**config.mk**
```make
export PLATFORM = sky130hd
export DESIGN_NAME = rv32i_isa_enc
export DESIGN_NICKNAME = d
export VERILOG_FILES = /design/src/rtl/rv_isa_pkg.sv /design/src/rtl/rv_enc_fifo.sv /design/src/rtl/rv32i_isa_enc.sv
export VERILOG_INCLUDE_DIRS = /design/src /design/src/rtl
export SDC_FILE = /design/constraint.sdc
export NUM_CORES = 1
export LEC_CHECK = 0
export CORE_ASPECT_RATIO = 1.2
export CORE_MARGIN = 2
export CORE_UTILIZATION = 34
export DETAILED_ROUTE_END_ITERATION = 12
export GPL_TIMING_DRIVEN = 0
export PLACE_DENSITY = 0.71
export SYNTH_ARGS = -nofsm -noshare
export SYNTH_HDL_FRONTEND = slang
export SYNTH_SLANG_ARGS = --single-unit
```
**constraint.sdc**
```tcl
create_clock -name clk -period 3.45 [get_ports clk]
set_input_delay 0.5175 -clock clk [delete_from_list [all_inputs] [get_ports clk]]
set_output_delay 0.5175 -clock clk [all_outputs]
set_load 0.005 [all_outputs]
```
**src/rtl/isa.svh**
```systemverilog
`ifndef ISA_SVH
`define ISA_SVH
`default_nettype none
// Base RV32I architectural widths shared by the encoder and its package.
`define RV_XLEN        32
`define RV_IR_SIZE     32
`define RV_OPCODE_SIZE 7
`default_nettype wire
`endif

```
**src/rtl/rv_isa_pkg.sv**
```systemverilog
`include "isa.svh"
`default_nettype none
// ============================================================================
// Module : rv_isa_pkg
// Brief  : RV32I formats, opcodes, field packing and immediate legality check.
// Rev    : 1.0 - initial release
// ============================================================================
package rv_isa_pkg;

    localparam int XLEN    = `RV_XLEN;
    localparam int IR_SIZE = `RV_IR_SIZE;
    localparam int OP_SIZE = `RV_OPCODE_SIZE;

    typedef enum logic [2:0] {
        FMT_R = 3'd0,
        FMT_I = 3'd1,
        FMT_S = 3'd2,
        FMT_B = 3'd3,
        FMT_U = 3'd4,
        FMT_J = 3'd5
    } rv_fmt_e;

    localparam logic [OP_SIZE-1:0] OP_LUI    = 7'h37;
    localparam logic [OP_SIZE-1:0] OP_AUIPC  = 7'h17;
    localparam logic [OP_SIZE-1:0] OP_JAL    = 7'h6F;
    localparam logic [OP_SIZE-1:0] OP_JALR   = 7'h67;
    localparam logic [OP_SIZE-1:0] OP_BRANCH = 7'h63;
    localparam logic [OP_SIZE-1:0] OP_LOAD   = 7'h03;
    localparam logic [OP_SIZE-1:0] OP_STORE  = 7'h23;
    localparam logic [OP_SIZE-1:0] OP_IMM    = 7'h13;
    localparam logic [OP_SIZE-1:0] OP_REG    = 7'h33;

    // fmt kept as raw bits so the illegal codes 6/7 can be represented.
    typedef struct packed {
        logic [2:0]         fmt;
        logic [OP_SIZE-1:0] opcode;
        logic [4:0]         rd;
        logic [4:0]         rs1;
        logic [4:0]         rs2;
        logic [2:0]         funct3;
        logic [6:0]         funct7;
        logic [XLEN-1:0]    imm;
    } rv_req_t;

    function automatic logic [IR_SIZE-1:0] rv_pack(input rv_req_t r);
        logic [IR_SIZE-1:0] ir;
        ir = '0;
        case (r.fmt)
            FMT_R:   ir = {r.funct7, r.rs2, r.rs1, r.funct3, r.rd, r.opcode};
            FMT_I:   ir = {r.imm[11:0], r.rs1, r.funct3, r.rd, r.opcode};
            FMT_S:   ir = {r.imm[11:5], r.rs2, r.rs1, r.funct3, r.imm[4:0], r.opcode};
            FMT_B:   ir = {r.imm[12], r.imm[10:5], r.rs2, r.rs1, r.funct3,
                           r.imm[4:1], r.imm[11], r.opcode};
            FMT_U:   ir = {r.imm[31:12], r.rd, r.opcode};
            FMT_J:   ir = {r.imm[20], r.imm[10:1], r.imm[11], r.imm[19:12],
                           r.rd, r.opcode};
            default: ir = '0;
        endcase
        return ir;
    endfunction

    // High when the immediate cannot be represented or the opcode is not 32-bit.
    function automatic logic rv_chk(input rv_req_t r);
        logic err;
        err = 1'b0;
        case (r.fmt)
            FMT_R:        err = 1'b0;
            FMT_I, FMT_S: err = !((&r.imm[31:11]) || !(|r.imm[31:11]));
            FMT_B:        err = r.imm[0] || !((&r.imm[31:12]) || !(|r.imm[31:12]));
            FMT_J:        err = r.imm[0] || !((&r.imm[31:20]) || !(|r.imm[31:20]));
            FMT_U:        err = |r.imm[11:0];
            default:      err = 1'b1;
        endcase
        if (r.opcode[1:0] != 2'b11) begin
            err = 1'b1;
        end
        return err;
    endfunction

endpackage
`default_nettype wire

```
**src/rtl/rv_enc_fifo.sv**
```systemverilog
`default_nettype none
// ============================================================================
// Module : rv_enc_fifo
// Brief  : Synchronous FIFO, extra pointer bit for full/empty, async reset.
// Rev    : 1.0 - initial release
// ============================================================================
module rv_enc_fifo #(
    parameter int DEPTH = 2,
    parameter int WIDTH = 32
) (
    input  logic             clk,
    input  logic             rst,
    input  logic             push,
    input  logic [WIDTH-1:0] din,
    input  logic             pop,
    output logic [WIDTH-1:0] dout,
    output logic             full,
    output logic             empty
);
    localparam int AW = $clog2(DEPTH);
    localparam logic [AW:0] C_PTR_ONE = {{AW{1'b0}}, 1'b1};

    logic [WIDTH-1:0] r_mem [DEPTH];
    logic [AW:0]      r_wr_ptr;
    logic [AW:0]      r_rd_ptr;
    logic             w_push;
    logic             w_pop;

    assign w_push = push && !full;
    assign w_pop  = pop && !empty;

    always_ff @(posedge clk or posedge rst) begin
        if (rst) begin
            r_wr_ptr <= '0;
            r_rd_ptr <= '0;
        end else begin
            if (w_push) r_wr_ptr <= r_wr_ptr + C_PTR_ONE;
            if (w_pop)  r_rd_ptr <= r_rd_ptr + C_PTR_ONE;
        end
    end

    always_ff @(posedge clk) begin
        if (w_push) r_mem[r_wr_ptr[AW-1:0]] <= din;
    end

    assign empty = (r_wr_ptr == r_rd_ptr);
    assign full  = (r_wr_ptr[AW] != r_rd_ptr[AW]) &&
                   (r_wr_ptr[AW-1:0] == r_rd_ptr[AW-1:0]);
    // Storage is not reset; gating keeps the head at zero whenever empty.
    assign dout  = empty ? '0 : r_mem[r_rd_ptr[AW-1:0]];

endmodule
`default_nettype wire

```
**src/rtl/rv32i_isa_enc.sv**
```systemverilog
`include "isa.svh"
`default_nettype none
// ============================================================================
// Module : rv32i_isa_enc
// Brief  : Streaming RV32I field-to-word encoder with output FIFO and stats.
//          Legality checking compiled in with `define RV_ENC_CHK_EN.
// Rev    : 1.0 - initial release
// ============================================================================
module rv32i_isa_enc
    import rv_isa_pkg::*;
#(
    parameter int OUT_DEPTH = 2,
    parameter int CNT_W     = 16
) (
    input  logic                       clk,
    input  logic                       rst,
    input  logic                       req_vld,
    output logic                       req_rdy,
    input  logic [2:0]                 req_fmt,
    input  logic [`RV_OPCODE_SIZE-1:0] req_opcode,
    input  logic [4:0]                 req_rd,
    input  logic [4:0]                 req_rs1,
    input  logic [4:0]                 req_rs2,
    input  logic [2:0]                 req_funct3,
    input  logic [6:0]                 req_funct7,
    input  logic [`RV_XLEN-1:0]        req_imm,
    output logic                       ins_vld,
    input  logic                       ins_rdy,
    output logic [`RV_IR_SIZE-1:0]     ins,
    output logic                       ins_err,
    output logic [CNT_W-1:0]           enc_cnt,
    output logic [CNT_W-1:0]           err_cnt
);
`ifdef RV_ENC_CHK_EN
    localparam int ENT_W = `RV_IR_SIZE + 1;
`else
    localparam int ENT_W = `RV_IR_SIZE;
`endif
    localparam logic [CNT_W-1:0] C_CNT_ONE = {{(CNT_W-1){1'b0}}, 1'b1};

    rv_req_t                 w_req;
    logic [`RV_IR_SIZE-1:0]  w_word;
    logic [ENT_W-1:0]        w_din;
    logic [ENT_W-1:0]        w_dout;
    logic                    w_full;
    logic                    w_empty;
    logic                    w_accept;
    logic [CNT_W-1:0]        r_enc_cnt;

    always_comb begin
        w_req        = '0;
        w_req.fmt    = req_fmt;
        w_req.opcode = req_opcode;
        w_req.rd     = req_rd;
        w_req.rs1    = req_rs1;
        w_req.rs2    = req_rs2;
        w_req.funct3 = req_funct3;
        w_req.funct7 = req_funct7;
        w_req.imm    = req_imm;
    end

    assign w_word   = rv_pack(w_req);
    assign req_rdy  = !w_full;
    assign w_accept = req_vld && req_rdy;

    rv_enc_fifo #(
        .DEPTH (OUT_DEPTH),
        .WIDTH (ENT_W)
    ) u_fifo (
        .clk   (clk),
        .rst   (rst),
        .push  (w_accept),
        .din   (w_din),
        .pop   (ins_vld && ins_rdy),
        .dout  (w_dout),
        .full  (w_full),
        .empty (w_empty)
    );

    assign ins_vld = !w_empty;
    assign ins     = w_dout[`RV_IR_SIZE-1:0];

    always_ff @(posedge clk or posedge rst) begin
        if (rst) begin
            r_enc_cnt <= '0;
        end else if (w_accept && (r_enc_cnt != {CNT_W{1'b1}})) begin
            r_enc_cnt <= r_enc_cnt + C_CNT_ONE;
        end
    end
    assign enc_cnt = r_enc_cnt;

`ifdef RV_ENC_CHK_EN
    logic             w_err;
    logic [CNT_W-1:0] r_err_cnt;

    assign w_err   = rv_chk(w_req);
    assign w_din   = {w_err, w_word};
    assign ins_err = w_dout[`RV_IR_SIZE];

    always_ff @(posedge clk or posedge rst) begin
        if (rst) begin
            r_err_cnt <= '0;
        end else if (w_accept && w_err && (r_err_cnt != {CNT_W{1'b1}})) begin
            r_err_cnt <= r_err_cnt + C_CNT_ONE;
        end
    end
    assign err_cnt = r_err_cnt;
`else
    assign w_din   = w_word;
    assign ins_err = 1'b0;
    assign err_cnt = '0;
`endif

endmodule
`default_nettype wire

```
==> impl_metrics.csv <==
group,metric,value,unit
status,status,"finished, final reports clean",
cells_and_area,n_antenna_cell,0,
worst_setup_path,crit_path_cell_trace,"xnor2_1 > nor2b_1 > buf_2 > buf_2 > nor2_1 > clkdlybuf4s50_1",
synth,synthCells,350,
timing,grt_setup_unrepaired,"no",
floorplan,row_count,44,
timing,timing.final.crit_share,83.9,%
cells_and_area,layout-drive-gt1-share,10.9,%
worst_setup_path,endpoint_kind,"output port",
synth,yosysUniqueCellTypes,36,
timing,tightest_slew,0.850,ns
detailed_routing,routed_wl,9710,µm
cells_and_area,seqCellArea,0.00242,mm²
detailed_routing,viasPerCell,4.71,
cells_and_area,finalNonFillerCells,664,
flow_run,max_cap_viol_count,0,
clocking,cts-root-buf,"clkbuf_16",
worst_setup_path,critical_path_class,"reg2out",
detailed_routing,route.detailed.drc,0,
worst_setup_path,r2r_slack,1.22,ns
floorplan,die_h,125,µm
synth,synth_area,0.00412,mm²
detailed_routing,wl_per_cell,14.6,µm
timing,fmax,345,MHz
placement,gp_congestion,0.781,
cells_and_area,fin_nets,570,
timing,layout_setup_ws,0.555,ns
cells_and_area,multiInputGateArea,0.00153,mm²
timing,finalCriticalPeriod,2.89,ns
timing,setup_viol,0,
floorplan,fp.dieW,104,µm
timing,relSlewSlack,43.4,%
power,vdd_ir_drop_max,389,µV
clocking,cts_buffer_depth,2,
floorplan,initial_core_util,34.4,%
global_route,grt_max_degree,34,
cells_and_area,synthToLayoutAreaGrowth,43.5,%
placement,place_area,0.00561,mm²
floorplan,core,0.0119,mm²
placement,post-place-ws,0.678,ns
global_route,grt_antenna_before_repair,0,
synth,synth_edf_count,64,
global_route,grt.total_usage,15.4,%
placement,post-dp-hpwl,7260,µm
worst_setup_path,cp_data_required_time,2.93,ns
cells_and_area,final_area,0.00591,mm²
worst_setup_path,max_stage_delay,0.49,ns
global_route,grt_pass1_vias,3106,
clocking,cts_tree,"done",
detailed_routing,drtIter0Drc,140,
clocking,cts_max_level,3,
timing,hold_ws,0.488,ns
clocking,cts_hold_buffers,0,
power,power_density,781,mW/mm²
timing,clock_skew,0.00375,ns
placement,place_inst,648,
synth,async_flop_share,23.8,%
detailed_routing,vias,3125,
clocking,cts.clk_slew.worst_paths,0.06,ns
worst_setup_path,start_kind,"flip-flop",
clocking,clkLatencyLatePin,0.33,ns
timing,maxSlewViolCount,0,
clocking,cts_setup_buffers,0,
detailed_routing,dr.pass1.iters,6,
global_route,grt.overflow.total,0,
detailed_routing,ant_nets,0,
worst_setup_path,arrival,2.38,ns
placement,io_buffers,120,
synth,ys_seq_area_share,58.9,%
clocking,post_cts_resized,0,
clocking,clock-sinks,84,
floorplan,die-area,0.0130,mm²
synth,yosysWarnings,0,
cells_and_area,fillers,1092,
floorplan,pin_count,138,
synth,ys_ff_latch,84,
power,p_leak,0.00237,µW
worst_setup_path,crit_top_cell,"buf_2",
timing,hold_viol,0,
worst_hold_path,hold_path.class,"reg2reg",
synth,syn_avg_cell_area,11.8,µm²
synth,synthFlopType,"edfxtp_1",
worst_setup_path,slowest_stage,"clkdlybuf4s50_1",
clocking,cts_made_buffers,9,
global_route,grt_pass1_wl,15700,µm
worst_setup_path,critPathMaxFanout,10,
-- worst paths after layout --
kind | depth (start not counted) | end | start
worst max-delay path | 6 | ins[28] | u_fifo.r_wr_ptr[1]
worst min-delay path | 1 | u_fifo.r_wr_ptr[1] | u_fifo.r_wr_ptr[1]
worst max register to register | 3 | u_fifo.r_mem[1][24] | u_fifo.r_wr_ptr[1]
worst min register to register | 1 | u_fifo.r_wr_ptr[1] | u_fifo.r_wr_ptr[1]
max in group asynchronous | 2 | enc_cnt[2] | rst
min in group asynchronous | 2 | enc_cnt[11] | rst
-- state kept, by name, summed over array words and instances (netlist names) --
| register | cells |
|---|---|
| enc_cnt | 16 |
| u_fifo.r_mem | 64 |
| u_fifo.r_rd_ptr | 2 |
| u_fifo.r_wr_ptr | 2 |
-- cell families after synthesis --
group           synth area share [%]
fa+ha+maj                      0.304
flops                           58.9
simple gates                    13.0
xor+xnor                        3.80
other cells                   0.0911
mux                             11.4
buf+inv                         5.75
compound gates                  6.87
-- report_power, final --
group	total (µW)	internal (µW)	switching [µW]
clock	931	557	375
sequential	1580	1450	129
combinational	2100	1130	973
-- cells in the final DEF, fill, tap and decap left out, types with 2 or more instances in the layout --
master	count
conb_1	17
and2_1	7
nand2_1	29
mux2i_1	40
clkbuf_16	9
xnor2_1	4
a22oi_1	5
dfrtp_1	20
nand4_1	3
mux2_2	6
nor2b_1	3
o21ai_0	25
nor3_1	9
and4_1	4
buf_2	6
xor2_1	12
o2111ai_1	2
buf_4	17
inv_1	11
clkbuf_1	6
nand3_1	5
a21oi_1	7
clkinv_2	3
clkdlybuf4s50_1	120
nor2_1	42
edfxtp_1	64
nor3b_1	2
buf_1	3
a22o_1	5
-- worst max-delay path: cells and delay by family (launching register included) --
kind | cells | cell delay [ns]
buffers and inverters | 3 | 0.91
DFF | 1 | 0.40
and+or+nand+nor | 2 | 0.26
xor gates and xnor gates | 1 | 0.47
-- through the flow --
step / utilization [%] / TNS, ns / power [µW]
2_1_floorplan: - / 0 / 2540
3_5_place_dp: 47.0 / 0 / 3750
3_3_place_gp: 46.7 / -17.75 / 3690
4_1_cts: 49.4 / 0 / 4700
6_report: 49.4 / 0 / 4610
5_1_grt: 49.4 / 0 / 4910
-- per-layer routing --
metal | GRT usage [%] | part of all wire [%] | vias up
li1 | - | - | 1511
met1 | 18.4 | 40 | 1505
met2 | 26.4 | 52 | 92
met3 | 3.66 | 5.2 | 17
met4 | 6.76 | 2.5 | 0
met5 | 0 | 0 | -
-- layout make-up --
cell class	instances	share of cell area (%)
Timing Repair Buffer	121	20.8
Sequential cell	84	41.0
Tap cell	161	3.41
Clock buffer	9	3.81
Multi-Input combinational cell	238	25.8
Buffer	32	3.24
Clock inverter	7	1.12
Inverter	12	0.763
-- Yosys cell counts, types with 4 or more instances --
cell | count | area [µm²]
a22o_1 | 5 | 43.8
o21ai_0 | 25 | 125
and2_1 | 7 | 43.8
nor2_1 | 43 | 161
buf_2 | 6 | 30.0
dfrtp_1 | 20 | 500
nand3_1 | 5 | 25.0
inv_1 | 11 | 41.3
xor2_1 | 12 | 105
clkbuf_1 | 6 | 22.5
edfxtp_1 | 64 | 1920
xnor2_1 | 4 | 35.0
nand2_1 | 29 | 109
buf_4 | 17 | 128
and4_1 | 4 | 35.0
mux2i_1 | 40 | 400
mux2_2 | 6 | 67.6
nor3_1 | 9 | 45.0
a21oi_1 | 7 | 35.0
a22oi_1 | 5 | 37.5
Power figures use the tool's default switching activity.
==> RTL edit: new RTL, config.mk and constraints unchanged <==
The option `RV_ENC_CHK_EN` is turned on by a define.
--- a/src/rtl/rv32i_isa_enc.sv
+++ b/src/rtl/rv32i_isa_enc.sv
@@ -1,3 +1,5 @@
+`define RV_ENC_CHK_EN
+
 `include "isa.svh"
 `default_nettype none
 // ============================================================================
Function: changed (a bounded check fails within 4 cycles, from zero or initial values and one cycle with rst high).
==> RTL edit against the unedited design <==
Die area increased by 21%. Routed wire length is 37% higher. Total power is 16% higher. Global-route usage increased by 2.0 points. Design area is 17% higher. Sequential cell count is 18 higher. Count of clock-buffer cells in the layout up 2. Synthesized cell count increased by 21%. Worst setup slack got worse by 0.30 ns. Sequential power is 19% higher. Synthesized area grew 22%.
==> RTL edit: results (changes against the unedited design) <==
number of synthesized flops with an enable pin 66 (+3.1%); Cell variety after synth 48 (+33%); Net count, final 643 (+13%); weighted congestion at the end of routability-driven global placement 0.8344 (+6.9%); via count of the first global-routing pass 4057 (+31%); Post-Synth Adder-Cell Area 0.005000 (+0.001960); status finished, final reports clean; fraction of layout cells with a size suffix above 1 0.08000 (-0.02934); quantity of I/O buffers inserted on ports 134 (+12%); worst ir drop on vdd 432.1 uV (+11%); actual transition at the worst max-transition pin 0.7922 ns (-0.05740 ns); post-synthesis xor/xnor area fraction 0.06300 (+0.02499); post-DR wirelength/cell 17.76 um (+21%); count of TritonRoute iterations in the first routing pass 5 (-1); max FFs per register 66 (+3.1%); count of vias placed by the detailed router 3832 (+23%); leakage power 2.670 nW (+13%); detailed placer's ending HPWL 9836 um (+36%); fraction of registers with async set or reset after synthesis 0.3529 (+0.1148); worst reg2reg startpoint err_cnt[0]$_DFFE_PP0P_; post-synthesis sequential area ratio 0.5760 (-0.01263); 1st-iter DRT viols 146 (+4.3%); Clock Skews 0.006657 ns (+0.002902 ns); portion of netlist area occupied by mux cells 0.09400 (-0.01971); depth of the worst register-to-register path 8 (+5); max incr delay on CP 0.47 ns (-0.02 ns); global-route wire length before repair 20780 um (+32%); maximum number of pins on one net before global-route repair 37 (+8.8%)
RTL edit: changes by cell type in the layout (fill, tap and decap cells not counted), moves of 9 or more:
| cell | before | now |
|---|---|---|
| sky130_fd_sc_hd__xnor2_1 | 4 | 23 |
| sky130_fd_sc_hd__conb_1 | 17 | 0 |
| sky130_fd_sc_hd__buf_4 | 17 | 1 |
| sky130_fd_sc_hd__dfrtp_1 | 20 | 36 |
| sky130_fd_sc_hd__clkdlybuf4s50_1 | 120 | 134 |
| sky130_fd_sc_hd__nand4_1 | 3 | 17 |
| sky130_fd_sc_hd__o21ai_0 | 25 | 16 |
RTL edit: final timing paths:
| path | to | slack (ns) |
|---|---|---|
| worst max register to register | err_cnt[15]$_DFFE_PP0P_ | 1.16 |
| worst min-delay path | u_fifo.r_wr_ptr[1]$_DFFE_PP0P_ | 0.49 |
| worst max-delay path | ins[20] | 0.26 |
| worst min register to register | u_fifo.r_wr_ptr[1]$_DFFE_PP0P_ | 0.49 |
| min in group asynchronous | err_cnt[2]$_DFFE_PP0P_ | 0.63 |
| max in group asynchronous | u_fifo.r_wr_ptr[0]$_DFFE_PP0P_ | 2.35 |
RTL edit: timing repair:
item                       4_1_cts  5_1_grt
gates resized for setup          0        5
setup endpoints to repair        0       12
buffers inserted                 0        0
hold endpoints to repair         0        0
RTL edit: metal layers:
layer  global-route usage  up-vias  share of wire  routed length (um)
met2               0.2929      131           0.48                6449
li1                     -     1822              -                   -
met3              0.05580       22          0.082                1088
met1               0.2080     1857           0.41                5468
met4              0.06627        0          0.023                 312
met5                    0        -              0                   0
RTL edit: report_power, final:
group	leakage, nW	internal [mW]	switching (mW)
clock network	0.154	0.639	0.435
logic	1.43	1.27	1.12
registers	1.09	1.70	0.174
total	2.67	3.61	1.73
RTL edit: through the flow:
step / instance area (um^2) / std cells / setup WS [ns] / TNS (ns) / utilization
finish: 6938 / 750 / 0.2589 / 0 / 0.4813
global route: 6938 / 750 / 0.03621 / 0 / 0.4813
CTS: 6935 / 750 / 0.1032 / 0 / 0.4812
detailed placement: 6620 / 734 / 0.4601 / 0 / 0.4593
global placement: 6565 / 732 / -0.5882 / -35.92 / 0.4555
floorplan: 5005 / 423 / 0.5998 / 0 / -
RTL edit: area by class of cell:
type / count / area (um^2)
inverters: 11 / 41.29
fillers: 1336 / 7476
well taps: 175 / 219.0
multi-input cells: 288 / 1986
flip-flops and latches: 102 / 2883
plain buffers: 22 / 112.6
clock inverters: 5 / 82.58
repair buffers: 136 / 1381
clock buffers: 11 / 232.7
